<file path="config.mk">
export PLATFORM = sky130hd
export DESIGN_NAME = serial_deshifter
export DESIGN_NICKNAME = d
export VERILOG_FILES = /design/src/rtl/serial_deshifter.sv
export SDC_FILE = /design/constraint.sdc
export NUM_CORES = 1
export LEC_CHECK = 0
export CAP_MARGIN = 40
export CORE_MARGIN = 2
export CORE_UTILIZATION = 42
export DETAILED_ROUTE_END_ITERATION = 8
export PLACE_DENSITY = 0.77
export SLEW_MARGIN = 20
export SYNTH_ARGS = -nofsm -noshare
export SYNTH_HDL_FRONTEND = slang
export SYNTH_SLANG_ARGS = --single-unit
</file>
<file path="constraint.sdc">
create_clock -name clk -period 4.3 [get_ports clk]
set_input_delay 0.645 -clock clk [delete_from_list [all_inputs] [get_ports clk]]
set_output_delay 0.645 -clock clk [all_outputs]
set_load 0.02 [all_outputs]
</file>
<file path="src/rtl/serial_deshifter.sv">
// ---------------------------------------------------------------------------
// serial_deshifter
//
// Collects a serial bit stream (MSB of each word first) into N-bit words and
// presents each completed word on a double-buffered, valid/ready output.
// Bits arrive only in cycles with sin_valid=1, with idle gaps of any length.
// Collection continues while the output holds an unaccepted word. A word
// that completes while that word is still waiting is dropped and the sticky
// overrun flag is raised.
//
// Ports
//   clk       : single clock, all state updates on the rising edge
//   clr       : synchronous active-low reset, highest priority
//   sin       : serial data bit
//   sin_valid : sin is sampled in this cycle
//   sync      : frame restart, discards the partial word (and any bit
//               presented in the same cycle)
//   out_ready : consumer accepts out when out_valid=1 and out_ready=1
//   out       : last completed word, stable while out_valid=1
//   out_valid : out holds a word not yet accepted
//   bit_cnt   : bits of the current partial word collected so far, 0..N-1
//   overrun   : sticky, a completed word was dropped by backpressure
//
// All outputs come straight from flops; there is no input-to-output
// combinational path.
// ---------------------------------------------------------------------------
module serial_deshifter #(
  parameter int N = 16
) (
  input  logic                   clk,
  input  logic                   clr,
  input  logic                   sin,
  input  logic                   sin_valid,
  input  logic                   sync,
  input  logic                   out_ready,
  output logic [N-1:0]           out,
  output logic                   out_valid,
  output logic [$clog2(N):0]     bit_cnt,
  output logic                   overrun
);

  localparam int CW = $clog2(N) + 1;
  localparam logic [CW-1:0] LAST_BIT = CW'(N - 1);

  // Collection register, kept separate from out so a new word can be
  // gathered while the previous one waits for the consumer.
  logic [N-1:0] sr;

  logic         sample;    // a bit is actually taken this cycle
  logic         complete;  // this sampled bit finishes a word
  logic         accept;    // consumer takes the current out this cycle
  logic [N-1:0] word;      // the word as it will look including this bit

  // A bit presented together with sync belongs to the discarded frame.
  assign sample   = sin_valid && !sync;
  assign complete = sample && (bit_cnt == LAST_BIT);
  assign accept   = out_valid && out_ready;
  assign word     = {sr[N-2:0], sin};

  // NOTE: every register here is a real control/data flop with a defined
  // reset value, and all state is updated with non-blocking assignments so
  // each right-hand side sees the pre-edge values regardless of statement
  // order.
  always_ff @(posedge clk) begin
    if (!clr) begin
      sr        <= '0;
      bit_cnt   <= '0;
      out       <= '0;
      out_valid <= 1'b0;
      overrun   <= 1'b0;
    end else begin
      // Input side: frame restart wins over a sampled bit.
      if (sync) begin
        sr      <= '0;
        bit_cnt <= '0;
      end else if (sin_valid) begin
        sr      <= word;
        bit_cnt <= complete ? '0 : bit_cnt + 1'b1;
      end

      // Output side: a completing word may land in the same cycle the old
      // one is accepted; it is only dropped if the old one is still held.
      if (complete) begin
        if (!out_valid || out_ready) begin
          out       <= word;
          out_valid <= 1'b1;
        end else begin
          overrun   <= 1'b1;
        end
      end else if (accept) begin
        out_valid <= 1'b0;
      end
    end
  end

endmodule

</file>
Word level (Yosys, flattened, before mapping)
Index checks and enable logic that the tools add are counted.
Widths: inputs -> output; s select.
Operators by class
  equality and inequality tests: 2
  add/sub/neg operators: 1
  mux-type cells: 4
  reductions and logical operators: 11
  bitwise operators: 2
Operators by type and width (number)
  $reduce_and 2->1: 3
  $add 5x1->5 const B: 1
  $eq 5x4->1 const B: 1
  $mux 5: 1
  $logic_and 1x1->1: 3
  $mux 1: 3
  $logic_not 1->1: 2
  $ne 2x1->1 const B: 1
  $not 1->1: 2
  $reduce_bool 2->1: 1
  $reduce_or 2->1: 1
  $logic_or 1x1->1: 1
Word-level totals
  register bits: 38
  logic and storage cells: 25
  input bits: 6
  output and inout port bits: 23

Longest topological paths before layout
  depth in word-level cells: 5
  depth in mapped cells: 5
  gate-level depth less buffers: 4

Worst setup path after synthesis
Ideal clock, no wire load.
  kind: register to register
  start point: register bit_cnt[0]
  end point: register out[10]
  arrival: 1.746 ns
  cell stages (with the launch flop): 6
  path slack: 2.483 ns
  buffers on the path: 1
  library setup time: 0.072 ns
  cell sequence: dfxtp_1 > ha_1 > nand4_2 > nor4_4 > buf_6 > mux2i_1
On the way
  cells in the longest elaborated chain, start to end: 3
Ends and longest elaborated chain
  from (decl): RTL line 38  | output logic [$clog2(N):0] bit_cnt,
  from (signal assigned): RTL line 78  | bit_cnt <= complete ? '0 : bit_cnt + 1'b1;
  $eq 5x4->1: RTL line 56  | assign complete = sample && (bit_cnt == LAST_BIT);
  $logic_and 1x1->1: RTL line 56
  $reduce_and 2->1 (no source line)
  to (signal assigned): RTL line 85  | out <= word;
  to (decl): RTL line 36  | output logic [N-1:0] out,
No other way between the ends.
A chain may end at the register's enable or synchronous reset.

Worst setup path in the final report
  start point: input sin_valid
  end point: register out[4]
On the way
  cells in the longest elaborated chain, start to end: 3
Ends and longest elaborated chain
  from (decl): RTL line 33  | input logic sin_valid,
  $logic_and 1x1->1: RTL line 55  | assign sample = sin_valid && !sync;
  $logic_and 1x1->1: RTL line 56
  $reduce_and 2->1 (no source line)
No other way between the ends.

==> flow_summary.html <==
<table>
<tr><th>Metric</th><th>Value</th></tr>
<tr><th colspan="2">Clock network</th></tr>
<tr><td>Number of hold-repair buffers added at the cts stage</td><td>0</td></tr>
<tr><td>Number of CTS-inserted buffers</td><td>5</td></tr>
<tr><td>Number of levels in the clock H-tree</td><td>2</td></tr>
<tr><td>Clock sink count</td><td>38</td></tr>
<tr><td>Cts repair resizes</td><td>0</td></tr>
<tr><td>Setup bufs post-CTS</td><td>0</td></tr>
<tr><td>CTS tree</td><td>built</td></tr>
<tr><td>Clock tree buffer depth</td><td>2</td></tr>
<tr><td>Clock tree root buffer cell</td><td>clkbuf_4</td></tr>
<tr><td>Insertion delay to the later sink of the worst-skew pair</td><td>approximately 0.34 ns</td></tr>
<tr><td>Clock transition at the registers of the reported paths</td><td>~0.11 ns</td></tr>
<tr><th colspan="2">STA</th></tr>
<tr><td>TNS Setup</td><td>0 ns</td></tr>
<tr><td>Setup clock skew after layout</td><td>roughly 0.0029 ns</td></tr>
<tr><td>Achievable Freq</td><td>0.469 GHz</td></tr>
<tr><td>Final Cycle Share</td><td>0.496</td></tr>
<tr><td>Least setup slack across all paths after layout</td><td>approximately 2.2 ns</td></tr>
<tr><td>Tightest slew margin relative to the limit</td><td>0.549</td></tr>
<tr><td>Hold Violations, Final</td><td>0</td></tr>
<tr><td>Setup repair after global routing missed its margin</td><td>false</td></tr>
<tr><td>Final period demand of the worst path</td><td>between 2 and 2.5 ns</td></tr>
<tr><td>Final-report max-slew violation count</td><td>0</td></tr>
<tr><td>Slew at the pin closest to its max-slew limit</td><td>a little under 0.7 ns</td></tr>
<tr><td>Final setup vio count</td><td>0</td></tr>
<tr><th colspan="2">Power and ir drop</th></tr>
<tr><td>Cell Int Power</td><td>~440 µW</td></tr>
<tr><td>Sequential share of power</td><td>0.617</td></tr>
<tr><td>Net switching power of the design</td><td>between 100 and 150 µW</td></tr>
<tr><td>Cell Pwr Density</td><td>311 mW/mm²</td></tr>
<tr><td>Leakage dissipation</td><td>0.657 nW</td></tr>
<tr><td>Relative contribution of combinational cells to total power</td><td>0.046</td></tr>
<tr><td>Maximum ir drop on the vdd rail</td><td>around 200 µV</td></tr>
<tr><td>Net switching share of the total power</td><td>0.227</td></tr>
<tr><td>Clock Power Share</td><td>0.337</td></tr>
<tr><th colspan="2">Synthesis</th></tr>
<tr><td>Number of storage elements in the synthesis netlist</td><td>38</td></tr>
<tr><td>Largest area contributor in the netlist</td><td>dfxtp_1</td></tr>
<tr><td>Register area share after synthesis</td><td>0.520</td></tr>
<tr><td>Yosys synthesis warning count</td><td>0</td></tr>
<tr><td>Synth async-reset ratio</td><td>0</td></tr>
<tr><td>Predominant post-synthesis flop cell</td><td>dfxtp_1</td></tr>
<tr><td>Cell area after technology mapping</td><td>approximately 0.0015 mm²</td></tr>
<tr><td>Cell with the most instances after synthesis</td><td>dfxtp_1</td></tr>
<tr><td>Gate count of the mapped netlist</td><td>around 150</td></tr>
<tr><td>Most area-consuming cells after synthesis</td><td>dfxtp_1 (52%), mux2i_1 (21%), nand2_1 (8.5%), nor2_1 (4.1%), clkbuf_1 (1.5%)</td></tr>
<tr><td>Leading cell types by count after synthesis</td><td>dfxtp_1 (38), nand2_1 (33), mux2i_1 (31)</td></tr>
<tr><td>Share of Yosys cell area claimed by the top area cell type</td><td>0.520</td></tr>
<tr><td>Synth Net Count</td><td>155</td></tr>
<tr><td>Number of enable-type register cells in the synthesized netlist</td><td>0</td></tr>
<tr><td>Post-synthesis cell type count</td><td>23</td></tr>
<tr><td>Average cell area after synthesis</td><td>slightly below 10 µm²</td></tr>
<tr><th colspan="2">Die</th></tr>
<tr><td>Chip Width</td><td>roughly 63 µm</td></tr>
<tr><td>IO Pins</td><td>29</td></tr>
<tr><td>Area inside the core boundary</td><td>about 0.0033 mm²</td></tr>
<tr><td>Area of the die</td><td>about 0.0040 mm²</td></tr>
<tr><td>Count of standard-cell rows</td><td>21</td></tr>
<tr><td>Overall die height</td><td>approximately 63 µm</td></tr>
<tr><td>Effective utilization at floorplan</td><td>0.438</td></tr>
<tr><th colspan="2">Worst setup path</th></tr>
<tr><td>Cell family with the largest share of critical-path delay</td><td>buffers and inverters</td></tr>
<tr><td>Worst endpoint required time</td><td>approximately 4.6 ns</td></tr>
<tr><td>Worst Setup End Kind</td><td>register</td></tr>
<tr><td>Arrival time worst endpoint</td><td>2.40 ns</td></tr>
<tr><td>Highest cell delay on the worst timing path</td><td>about 0.46 ns</td></tr>
<tr><td>Worst setup SP type</td><td>primary input</td></tr>
<tr><td>Most frequent CP cell</td><td>buf_4</td></tr>
<tr><td>Class of the most critical setup path</td><td>primary input to register</td></tr>
<tr><td>Series of cell instances along the critical path</td><td>clkdlybuf4s50_1 -&gt; buf_4 -&gt; nand4_2 -&gt; nor4_4 -&gt; buf_4 -&gt; mux2i_1</td></tr>
<tr><td>Buf+Inv Stages, Crit Path</td><td>3</td></tr>
<tr><td>Slowest stage cell on the critical path</td><td>clkdlybuf4s50_1</td></tr>
<tr><td>Maximum fanout encountered on the critical timing path</td><td>22</td></tr>
<tr><th colspan="2">Drt</th></tr>
<tr><td>DRC errors left</td><td>0</td></tr>
<tr><td>First-pass iteration count of the detailed router</td><td>4</td></tr>
<tr><td>Number of routed nets with antenna violations</td><td>0</td></tr>
<tr><td>Via count</td><td>approximately 1,100</td></tr>
<tr><td>WL final</td><td>2710 µm</td></tr>
<tr><td>Detailed-route vias per instance</td><td>~4.9</td></tr>
<tr><td>Detailed Route Iter0 Violations</td><td>48</td></tr>
<tr><td>Avg WL per Cell</td><td>around 12 µm</td></tr>
<tr><th colspan="2">Global route</th></tr>
<tr><td>Wire length of the first global-routing pass</td><td>4580 µm</td></tr>
<tr><td>Largest net degree at the start of global routing</td><td>36</td></tr>
<tr><td>Global route overflow</td><td>0</td></tr>
<tr><td>Total track usage</td><td>0.151</td></tr>
<tr><td>Number of antenna violations at the first check in global routing</td><td>0</td></tr>
<tr><td>Vias in the first global route</td><td>between 1,000 and 1,500</td></tr>
<tr><th colspan="2">Finish</th></tr>
<tr><td>Signed area change from the synthesized netlist to the final layout</td><td>25.9%</td></tr>
<tr><td>Final standard cell utilization of the core</td><td>0.552</td></tr>
<tr><td>Number of nets in the layout</td><td>about 180</td></tr>
<tr><td>Number of antenna diodes</td><td>0</td></tr>
<tr><td>Fraction of layout cells with a size suffix above 1</td><td>0.0674</td></tr>
<tr><th colspan="2">Placement</th></tr>
<tr><td>Port Buf Inserts</td><td>28</td></tr>
<tr><td>Pre-CTS WS</td><td>roughly 1.8 ns</td></tr>
<tr><td>Half-perimeter wire length after detailed placement</td><td>~1900 µm</td></tr>
<tr><td>Final weighted congestion of routability-driven global placement</td><td>between 0.7 and 0.8</td></tr>
<tr><th colspan="2">Flow run</th></tr>
<tr><td>Max Cap Viol</td><td>0</td></tr>
<tr><th colspan="2">Status</th></tr>
<tr><td>Result of the run</td><td>complete, no violations</td></tr>
<tr><th colspan="2">Hold path</th></tr>
<tr><td>Worst hold path type</td><td>register to register</td></tr>
</table>
==> worst reg2reg max path, cell delays in order, from the launching register on <==
cell and delay, ns:
dfxtp_1 0.41, ha_1 0.22, nand4_2 0.17, nor4_4 0.24, buf_4 0.32, mux2i_1 0.24
==> state kept, by name, indices dropped and copies added (netlist names) <==
| signal | flops |
|---|---|
| out | 16 |
| out_valid | 1 |
| bit_cnt | 5 |
| overrun | 1 |
| sr | 15 |
==> power groups by stage <==
| stage | sequential (mW) | clock, mW | combinational, mW |
|---|---|---|---|
| CTS | 0.354 | 0.197 | 0.0268 |
| floorplan | 0.362 | 0 | 0.0160 |
| finish | 0.354 | 0.193 | 0.0265 |
| detailed placement | 0.362 | 0 | 0.0267 |
| global route | 0.354 | 0.212 | 0.0287 |
| global placement | 0.362 | 0 | 0.0259 |
==> per-stage QoR <==
stage                     instance area (µm²)  total power [mW]  hold slack, ns  cells
final                                    1840             0.573           0.461    224
after global placement                   1780             0.388           0.445    216
after detailed placement                 1780             0.389           0.449    216
after global routing                     1840             0.595           0.484    224
after floorplan                          1460             0.378           0.437    148
after CTS                                1840             0.578           0.466    224
==> kinds of logic after synthesis <==
kind of cell               synth area share
and+or+nand+nor                       0.196
muxes                                 0.212
buffers and inverters                0.0308
adders and majority gates           0.00855
AOI/OAI and AO/OA                    0.0205
xor gates and xnor gates             0.0120
DFF                                   0.520
==> placed cells by master (no fill, tap or decap), types with 2 or more instances in the layout <==
cell type,synthesis,layout
nor3_1,2,2
nand2b_1,2,2
clkdlybuf4s50_1,0,28
nor2_1,16,16
buf_4,0,3
nand2_1,33,33
dfxtp_1,38,38
o21a_1,2,2
mux2i_1,31,31
xor2_1,2,2
clkbuf_4,0,5
nor2b_1,2,2
==> per-layer routing <==
metal	routed length [µm]	vias up	track usage
li1	-	560	-
met1	1240	499	0.160
met2	1310	24	0.257
met3	105	7	0.0432
met4	58	0	0.103
met5	0	-	0
==> cell type report <==
| type | instances | area [µm²] |
|---|---|---|
| multi-input combinational | 100 | 657 |
| inverter | 1 | 3.75 |
| tap | 46 | 57.6 |
| clock buffer | 7 | 55.1 |
| sequential | 38 | 761 |
| fill | 316 | 1500 |
| timing repair buffer | 31 | 303 |
| clock inverter | 1 | 5.00 |
==> final timing paths <==
check | start | endpoint | slack, ns | cells after the start
setup / recovery | sin_valid | out[4]$_SDFFE_PN0P_ | 2.17 | 6
hold reg to reg | out[2]$_SDFFE_PN0P_ | out[2]$_SDFFE_PN0P_ | 0.46 | 2
setup reg to reg | bit_cnt[0]$_SDFFE_PP0P_ | out[4]$_SDFFE_PN0P_ | 2.64 | 5
hold / removal | out[2]$_SDFFE_PN0P_ | out[2]$_SDFFE_PN0P_ | 0.46 | 2
(Power assumes the default switching activity.)
